==> src/rtl/lsu_issue_ctrl.sv <==
// Load/store issue controller: computes the effective address, formats store data and
// strobes, runs the start/done handshake with the memory unit, and aligns load data.
module lsu_issue_ctrl #(
  parameter int ADDR_W      = 10,
  parameter int TIMEOUT_CYC = 15
) (
  input  logic              clk,
  input  logic              rst,
  input  logic              in_valid,
  output logic              in_ready,
  input  logic              in_is_store,
  input  logic [2:0]        in_funct3,
  input  logic [31:0]       in_base,
  input  logic [31:0]       in_src,
  input  logic [31:0]       in_imm,
  input  logic [4:0]        in_rd,
  output logic              mem_start,
  output logic [ADDR_W-1:0] mem_addr,
  output logic              mem_we,
  output logic [3:0]        mem_wstrb,
  output logic [31:0]       mem_wdata,
  input  logic              mem_done,
  input  logic [31:0]       mem_rdata,
  output logic              wb_valid,
  output logic [4:0]        wb_rd,
  output logic [31:0]       wb_data,
  output logic              exc_valid,
  output logic [1:0]        exc_cause,
  output logic [31:0]       exc_addr,
  output logic              busy
);

  typedef enum logic [2:0] {S_IDLE, S_ISSUE, S_WAIT, S_RESP, S_ERR} state_t;

  localparam logic [7:0] TIMEOUT_LIM = 8'(TIMEOUT_CYC);

  state_t      state, state_next;
  logic        is_store_q;
  logic [2:0]  funct3_q;
  logic [31:0] ea_q, src_q, rdata_q;
  logic [4:0]  rd_q;
  logic [7:0]  cnt_q;
  logic [1:0]  cause_q;

  logic [31:0] ea_in;
  logic        accept, illegal_in, misalign_in, fault_in;
  logic [7:0]  cnt_inc;
  logic [1:0]  sh;
  logic [31:0] w;

  assign ea_in   = in_base + in_imm;
  assign accept  = in_valid && in_ready;
  assign cnt_inc = cnt_q + 8'd1;
  assign sh      = ea_q[1:0];
  assign w       = rdata_q >> {sh, 3'b000};

  assign illegal_in = in_is_store ? (in_funct3 > 3'b010)
                                  : (in_funct3 == 3'b011 || in_funct3 > 3'b101);
  // funct3[1:0] encodes width: 01 halfword, 10 word (LBU/LHU share the low bits).
  assign misalign_in = (in_funct3[1:0] == 2'b01 && ea_in[0]) ||
                       (in_funct3[1:0] == 2'b10 && ea_in[1:0] != 2'b00);
  assign fault_in    = illegal_in || misalign_in;

  // NOTE: sequential state uses non-blocking assignments so every register samples
  // pre-edge values regardless of statement order.
  always_ff @(posedge clk) begin
    if (!rst) begin
      state      <= S_IDLE;
      is_store_q <= 1'b0;
      funct3_q   <= '0;
      ea_q       <= '0;
      src_q      <= '0;
      rdata_q    <= '0;
      rd_q       <= '0;
      cnt_q      <= '0;
      cause_q    <= '0;
    end else begin
      state <= state_next;
      case (state)
        S_IDLE: if (accept) begin
          is_store_q <= in_is_store;
          funct3_q   <= in_funct3;
          ea_q       <= ea_in;
          src_q      <= in_src;
          rd_q       <= in_rd;
          cause_q    <= illegal_in ? 2'b11 : {1'b0, in_is_store};
        end
        S_ISSUE: cnt_q <= '0;
        S_WAIT: begin
          if (mem_done) begin
            rdata_q <= mem_rdata;
          end else begin
            cnt_q <= cnt_inc;
            if (cnt_inc == TIMEOUT_LIM) cause_q <= 2'b10;
          end
        end
        default: ;
      endcase
    end
  end

  // NOTE: every output of this block gets a default first so no path can infer a latch.
  always_comb begin
    state_next = state;
    in_ready   = rst && (state == S_IDLE);
    mem_start  = 1'b0;
    mem_addr   = '0;
    mem_we     = 1'b0;
    mem_wstrb  = '0;
    mem_wdata  = '0;
    wb_valid   = 1'b0;
    wb_rd      = '0;
    wb_data    = '0;
    exc_valid  = 1'b0;
    exc_cause  = '0;
    exc_addr   = '0;
    busy       = (state != S_IDLE);

    if (state == S_ISSUE || state == S_WAIT) begin
      mem_addr = ea_q[ADDR_W+1:2];
      mem_we   = is_store_q;
      if (is_store_q) begin
        case (funct3_q[1:0])
          2'b00: begin
            mem_wdata = {4{src_q[7:0]}};
            mem_wstrb = 4'b0001 << sh;
          end
          2'b01: begin
            mem_wdata = {2{src_q[15:0]}};
            mem_wstrb = 4'b0011 << sh;
          end
          default: begin
            mem_wdata = src_q;
            mem_wstrb = 4'b1111;
          end
        endcase
      end
    end

    case (state)
      S_IDLE: if (accept) state_next = fault_in ? S_ERR : S_ISSUE;
      S_ISSUE: begin
        mem_start  = 1'b1;
        state_next = S_WAIT;
      end
      S_WAIT: begin
        if (mem_done)                  state_next = S_RESP;
        else if (cnt_inc == TIMEOUT_LIM) state_next = S_ERR;
      end
      S_RESP: begin
        wb_valid   = !is_store_q && (rd_q != 5'd0);
        state_next = S_IDLE;
        if (wb_valid) begin
          wb_rd = rd_q;
          case (funct3_q)
            3'b000:  wb_data = {{24{w[7]}}, w[7:0]};
            3'b100:  wb_data = {24'd0, w[7:0]};
            3'b001:  wb_data = {{16{w[15]}}, w[15:0]};
            3'b101:  wb_data = {16'd0, w[15:0]};
            default: wb_data = w;
          endcase
        end
      end
      S_ERR: begin
        exc_valid  = 1'b1;
        exc_cause  = cause_q;
        exc_addr   = ea_q;
        state_next = S_IDLE;
      end
      default: state_next = S_IDLE;
    endcase
  end

endmodule

==> config.mk <==
export PLATFORM = sky130hd
export DESIGN_NAME = lsu_issue_ctrl
export DESIGN_NICKNAME = d
export VERILOG_FILES = /design/src/rtl/lsu_issue_ctrl.sv
export SDC_FILE = /design/constraint.sdc
export NUM_CORES = 1
export LEC_CHECK = 0
export ABC_CLOCK_PERIOD_IN_PS = 3000
export CAP_MARGIN = 10
export CORE_ASPECT_RATIO = 1.5
export CORE_MARGIN = 8
export CORE_UTILIZATION = 30
export DETAILED_ROUTE_END_ITERATION = 8
export PLACE_DENSITY = 0.65
export SYNTH_ARGS = -nofsm -noshare
export SYNTH_HDL_FRONTEND = slang
export SYNTH_SLANG_ARGS = --single-unit
export TNS_END_PERCENT = 10
==> constraint.sdc <==
create_clock -name clk -period 3 [get_ports clk]
set_clock_uncertainty 0.05 [all_clocks]
set_input_delay 0.45 -clock clk [delete_from_list [all_inputs] [get_ports clk]]
set_output_delay 0.45 -clock clk [all_outputs]
set_load 0.05 [all_outputs]
== Word-level counts from Yosys, hierarchy flattened ==
Index checks and enable logic that the tools add are counted.
Word-level totals
  word-level logic and storage cells: 86
  bits in registers: 118
  output and inout port bits: 123
  input bits: 141
Operators by class
  mux-type cells: 31
  shifts and indexed selects: 3
  eq/ne operators: 16
  order comparisons: 2
  reduce and logical (&&, ||, !) cells: 23
  add/subtract/negate cells: 2
Operators by type and width (number)
  $mux 32: 5
  $pmux 32 s4: 1
  $pmux 32 s2: 1
  $add 32x32->32: 1
  $shr 32x5->32: 1
  $pmux 8 s2: 1
  $mux 3: 4
  $mux 10: 1
  $mux 2: 5
  $mux 5: 2
  $eq 3x2->1 const B: 3
  $eq 3x3->1 const B: 3
  $pmux 3 s3: 1
  $add 8x1->8 const B: 1
  $eq 8x4->1 const B: 1
  $mux 4: 2
  $mux 8: 1
  $pmux 4 s2: 1
  $reduce_and 2->1: 4
  $eq 3x1->1 const B: 2
  $logic_not 3->1: 2
  $ne 2x2->1 const B: 3
  $reduce_bool 2->1: 3
  $logic_and 1x1->1: 5
  other kinds (15): 23

== Logic depth before layout (Yosys ltp) ==
Gate-level depths: netlist of run 1.
  depth after elaboration: 8
  gate-level depth with buffers: 10
  gate-level depth less buffers: 10

== Least setup slack after synthesis of run 1 ==
No wires, ideal clock.
  path kind: register to output
  start point: register ea_q[1]
  end point: output port wb_data[0]
  slack: -0.028 ns
  data arrival time: 2.528 ns
  stages on the path, launching flop included: 6
  buffers on the path: 3
  required time: 2.500 ns
  path through: dfxtp_1 -> buf_2 -> buf_1 -> clkbuf_1 -> a211oi_1 -> a211oi_1
On the way
  cells in the longest elaborated chain, start to end: 4
RTL lines
  start, declared: RTL line 40  | logic [31:0] ea_q, src_q, rdata_q;
  start signal, assigned: RTL line 83  | ea_q <= ea_in;
  $shr 32x5->32: RTL line 55  | assign w = rdata_q >> {sh, 3'b000};
  $pmux 32 s4: RTL line 155  | case (funct3_q)
  $mux 32: RTL line 153  | if (wb_valid) begin
  $mux 32: RTL line 140  | case (state)
  end, declared: RTL line 26  | output logic [31:0] wb_data,
Every way passes these cells.

== Worst setup path in the final report of run 1 ==
  start point: register state[1]
  end point: output port wb_rd[1]
On the way
  cells in the longest elaborated chain, start to end: 2
RTL lines
  start, declared: RTL line 37  | state_t state, state_next;
  start signal, assigned: RTL line 78  | state <= state_next;
  $eq 3x2->1: RTL line 140
  $mux 5: RTL line 140
  end, declared: RTL line 25  | output logic [4:0] wb_rd,
Every way passes these cells.

==> impl_metrics.toml, run 1 <==
[timing]
setup_viol = 0
hold_violations = 0
setup_tns_ps = 0
min_period_ps = 2810
rsz0062_at_grt = "true"
slew_headroom_pct = 55.7
setup_slack_ps = 187
slew_viol_final = 0
max_freq_mhz = 356
fin_crit_sh_pct = 93.8
tightestPinTransition_ps = 662

[critical_path]
slowest_delay_ps = 820
cp_num_buf_inv = 1
cp.arrival_ps = 2310
crit_fanout = 8
crit_chain = "and4bb_2 -> and2_1 -> clkdlybuf4s50_1"
required_ps = 2500
cp_top_family = "buffers and inverters"
cp-end-kind = "primary output"
worst_path_max_delay_cell = "clkdlybuf4s50_1"
crit_path_start_kind = "flop"
crit_type = "reg2out"

[yosys]
synth_top_area_share_pct = 30.9
synth_compound_area_share_pct = 23.8
syn_inst = 1050
synth.distinct_cells = 63
yosysMostFrequentCell = "nand2_1"
synth_fp_nets = 1225
synth_mux_area_share_pct = 4.34
synth_top_cells_by_count = "214 x nand2_1, 118 x dfxtp_1, 87 x o21ai_0"
synthArstFlopShare_pct = 0
yosys-top-cells-area = "dfxtp_1 31%, nand2_1 11%, o21ai_0 5.7%, ha_1 5.4%, a21oi_1 5.0%"
synth.avg_cell_area_um2 = 7.28
synth_seq_area_share_pct = 30.9
synthSimpleGateAreaFrac_pct = 26.9
synth_top_cell_by_area = "dfxtp_1"
synth_xor_xnor_area_share_pct = 3.78
yosysWarnings = 0
synth.cell_area_mm2 = 0.00764
synth_edf_count = 0
yosys_register_bits = 118
synth_top_family_by_area = "simple AND/OR/NAND/NOR gates"
yosys.area_share.adder_pct = 5.67
synthFlopType = "dfxtp_1"

[clock_network]
cts_buffers = 17
postCtsHoldBufs = 0
cts_buffer_depth = 2
insertion_delay_ps = 420
h-tree-depth = 4
clkSinkCount = 118
clk_pin_slew_ps = 60
cts_tree = "yes"
root_buffer = "clkbuf_16"

[die]
floorplan.core_area_mm2 = 0.0251
num_rows = 71
die_area_mm2 = 0.0309
start_util_pct = 30.5
die_y_um = 211
ios = 264
die_w_um = 146

[global_route]
grt_antenna_before_repair = 3
first_global_vias = 8330
grt_max_degree = 78
grt_pass1_wl_um = 45400
gr-usage-all-layers_pct = 18.5
grt.overflow.total = 0

[detailed_routing]
dr.pass1.iters = 5
drt-total-wl_um = 29100
drcViolationCount = 0
drtAntennaViolNets = 0
drt_iter0_markers = 401
routedWlPerCell_um = 17.6
avgViaCountPerCell = 5.00
num_vias = 8258

[final_layout]
syn2layout_area_growth_pct = 57.7
drive_above_1_share_pct = 16.6
final_nets = 1484

[hold_path]
min_path_type = "reg2reg"

[pwr]
p_per_area_mw_per_mm2 = 432
leakagePower_nw = 4.71
ir_worst_vdd_mv = 0.412

[place]
io_buffers = 263
dp_hpwl_um = 23100
post-place-ws_ps = -233
place.gp.congestion = 0.899

[run_status]
status = "complete, no violations"

[flow_run]
maxCapViolations = 0
==> logic make-up (layout without fill, tap and decap cells) <==
kind of cell               count (synthesis)  count (layout)
and+or+nand+nor                          448             448
AOI/OAI and AO/OA                        292             292
adders and majority gates                 34              34
DFF                                      118             118
xor gates and xnor gates                  33              33
buffers and inverters                     92             364
muxes                                     33              33
other                                      0               2
==> power by group <==
| group | switching (mW) | internal [mW] |
|---|---|---|
| Sequential | 0.0993 | 1.70 |
| Combinational | 0.754 | 0.613 |
| Clock | 0.796 | 1.25 |
==> state kept, by name (all words and copies together), names as in the netlist, 2 cells and up <==
signal and count:
cause_q 2, state 3, cnt_q 8, rdata_q 32
rd_q 5, ea_q 32, src_q 32, funct3_q 3
==> cell usage in the layout, fill, tap and decap left out, drive strengths merged, types with 2 or more instances in the layout <==
master,instances
nand4,5
ha,33
diode,2
a2111oi,2
o21bai,6
bufinv,2
or3,4
a21oi,78
clkdlybuf4s50,149
o21ai,107
mux2i,32
clkinv,9
and3,14
a21o,10
nor2b,13
or4,3
a31oi,6
o31ai,4
buf,159
or2,2
clkinvlp,3
o211a,4
o21a,7
a21boi,36
nand3,43
o211ai,4
nor2,81
and2,55
dlygate4sd2,8
inv,16
clkbuf,18
a311o,2
nor3b,3
a211oi,17
xnor2,19
nor3,6
nand2,215
xor2,14
dfxtp,118
==> routing by layer <==
layer	GRT usage [%]	routed length, um
met4	10.3	1240
met5	0	25
met1	18.4	10700
met3	4.64	1440
met2	34.5	15700
==> metrics by stage <==
stage          instances  area (um^2)  power [mW]  util, %  hold slack [ps]
3_3_place_gp        1616        11400        3.17     45.6              391
2_1_floorplan       1050         7650        2.61        -              382
6_report            1652        12000        5.21     48.1              401
5_1_grt             1651        12000        5.46     48.1              424
4_1_cts             1648        12000        5.26     48.0              405
3_5_place_dp        1616        11400        3.19     45.6              397
==> tightest hold or removal path: cells and delay by family (launching register included) <==
kind,cells,cell delay [ps]
and+or+nand+nor,1,50
AOI/OAI and AO/OA,1,50
DFF,1,300
==> final timing paths <==
path	startpoint	end	slack, ps	cells past startpoint
worst max register to register	cnt_q[1]	cause_q[0]	800	9
worst min register to register	ea_q[27]	ea_q[27]	400	2
worst min-delay path	ea_q[27]	ea_q[27]	400	2
worst max-delay path	state[1]	wb_rd[1]	190	3
==> final cells by class <==
cell class,count,area [um^2]
fillers,2472,13000
multi-input cells,840,4950
repair buffers,316,3670
flip-flops and latches,118,2360
clock buffers,18,439
well taps,328,410
clock inverters,14,154
inverters,16,60.1
diodes,2,5.00
==> timing repair <==
action / in CTS / in global routing
pin swaps: 0 / 1
resized for setup: 10 / 1
setup endpoints to repair: 27 / 19
cloned: 0 / 0
buffers inserted: 0 / 2
No activity file was read; power rests on OpenSTA's default activity.
==> run 2: changes to the inputs <==
CORE_ASPECT_RATIO = unset   (was 1.5)
GPL_ROUTABILITY_DRIVEN = 0   (was unset)
==> run 2 against run 1 <==
Net effect:
- worst setup slack got worse by 41 ps
- first-iteration DRC count grew 32%
- non-clock buffer count grew 3
- critical path depth grew 3
- largest cell class unchanged
==> impl_metrics.toml, run 2 (synthesis results as in run 1) <==
[final_layout]
mostFrequentLayoutCell = "nand2_1"
fin_util_pct = 49.1
final_cell_mix = "212 x nand2_1, 147 x clkdlybuf4s50_1, 118 x dfxtp_1, 96 x buf_12, 86 x o21ai_0"
stdcell_count = 1656
final_nets = 1488
reg_top3 = "ea_q x32, rdata_q x32, src_q x32"
drive_above_1_share_pct = 17.7
num_antenna_cells = 0
syn2layout_area_growth_pct = 61.4
stdcell_area_mm2 = 0.0123

[critical_path]
crit_fanout = 19
reg2reg_from = "cnt_q[0]"
required_ps = 2500
slowest_delay_ps = 480
crit_type = "reg2out"
reg2reg_slack_ps = 780
cp_num_buf_inv = 2
worst_path_max_delay_cell = "dfxtp_1"
cp.arrival_ps = 2350
crit_chain = "xnor2_1 -> nor2_1 -> nand2_1 -> buf_4 -> a21oi_1 -> buf_12"
r2r_end = "cause_q[0]"
cp-end-kind = "primary output"
cp_top_family = "buffers and inverters"
r2r_cells = 8
crit_path_start_kind = "flop"

[timing]
hold_violations = 0
setup_tns_ps = 0
whs_ps = 401
setup_viol = 0
fin_crit_sh_pct = 95.1
slew_viol_final = 0
slew_headroom_pct = 57.3
min_period_ps = 2850
tightestPinTransition_ps = 640
max_freq_mhz = 350

[clock_network]
cts_tree = "yes"
cts_buffers = 17
root_buffer = "clkbuf_16"
clk_pin_slew_ps = 60
cts_buffer_depth = 2
h-tree-depth = 4
insertion_delay_ps = 410
clkSinkCount = 118
postCtsHoldBufs = 0
post_cts_buffers = 0

[hold_path]
hold_depth = 2
holdCritStartpoint = "ea_q[22]"
holdPathEnd = "ea_q[22]"
min_path_type = "reg2reg"

[die]
num_rows = 58
start_util_pct = 30.4
floorplan.core_area_mm2 = 0.0251
die_w_um = 176
die_y_um = 176
ios = 264
die_area_mm2 = 0.0308

[pwr]
sw_frac_of_total_pct = 31.5
ir_worst_vdd_mv = 0.245
seqPwrFrac_pct = 34.4
intPower_mw = 3.58
leakagePower_nw = 4.76
p_sw_mw = 1.65
p_per_area_mw_per_mm2 = 424
p_clk_share_pct = 38.6
combPwrFrac_pct = 27.0

[detailed_routing]
drt-total-wl_um = 28900
dr.pass1.iters = 4
drcViolationCount = 0
avgViaCountPerCell = 5.08
routedWlPerCell_um = 17.5
num_vias = 8415
drtAntennaViolNets = 0
drt_iter0_markers = 531

[global_route]
grt_max_degree = 64
grt.overflow.total = 0
grt_antenna_before_repair = 0
first_global_vias = 8453
grt_pass1_wl_um = 45700
gr-usage-all-layers_pct = 18.5

[place]
io_buffers = 263
dp_hpwl_um = 22200
dp.cells = 1623
dpl-instance-area_mm2 = 0.0117

[run_status]
status = "complete, no violations"

[flow_run]
maxCapViolations = 0
[run 2: cell count changes in the layout (fill, tap and decap cells not counted), moves of 2 or more]
cell | before | now
buf_12 | 73 | 96
dlygate4sd2_1 | 8 | 0
buf_4 | 86 | 76
clkinvlp_4 | 3 | 5
diode_2 | 2 | 0
clkbuf_8 | 1 | 4
nor2_2 | 0 | 2
clkdlybuf4s50_1 | 149 | 147
clkinv_4 | 6 | 0
nor2_1 | 81 | 79
[run 2: what timing repair did]
| item | CTS | global route |
|---|---|---|
| endpoints found under the setup margin | 16 | 16 |
| gates cloned | 0 | 1 |
| gates resized for setup | 1 | 5 |
| pin swaps | 0 | 1 |
[run 2: worst max path at each step]
stage	start	endpoint	slack (ps)	cells after the start
finish	state[1]	mem_wdata[12]	150	6
global route	ea_q[0]	wb_data[20]	-10	9
CTS	ea_q[1]	wb_data[23]	60	8
detailed placement	in_base[0]	ea_q[30]	-240	12
global placement	in_base[0]	ea_q[30]	-190	12
floorplan	ea_q[1]	wb_data[1]	-30	5
[run 2: layout make-up]
class                      instances  area [um^2]
fill                            2431        12800
multi-input combinational        841         4960
timing repair buffer             319         3960
sequential                       118         2360
clock buffer                      22          484
tap                              330          413
clock inverter                    10         95.1
inverter                          16         60.1
[run 2: worst reg2reg max path, delay by kind of cell, from the launching register on]
kind	cells	cell delay, ps
flops	1	320
fa+ha+maj	1	160
buf+inv	1	90
simple gates	4	1160
compound gates	2	350
[run 2: metal layers]
layer | GRT usage (%) | up-vias | part of all wire (%)
met4 | 5.72 | 0 | 1.9
li1 | - | 4140 | -
met2 | 31.2 | 272 | 48
met3 | 6.59 | 35 | 7.5
met5 | 0 | - | 0
met1 | 21.4 | 3968 | 43
[run 2: power by group through the flow]
stage	clock, mW	combinational (mW)	sequential (mW)
after floorplan	0	0.823	1.79
final	2.02	1.41	1.80
after CTS	2.06	1.41	1.80
after detailed placement	0	1.40	1.83
after global placement	0	1.39	1.82
after global routing	2.13	1.54	1.81
[run 2: through the flow]
stage,setup slack [ps],total power [mW]
4_1_cts,59.0,5.27
5_1_grt,-9.89,5.48
3_5_place_dp,-241,3.23
2_1_floorplan,-27.7,2.61
6_report,146,5.22
3_3_place_gp,-187,3.21
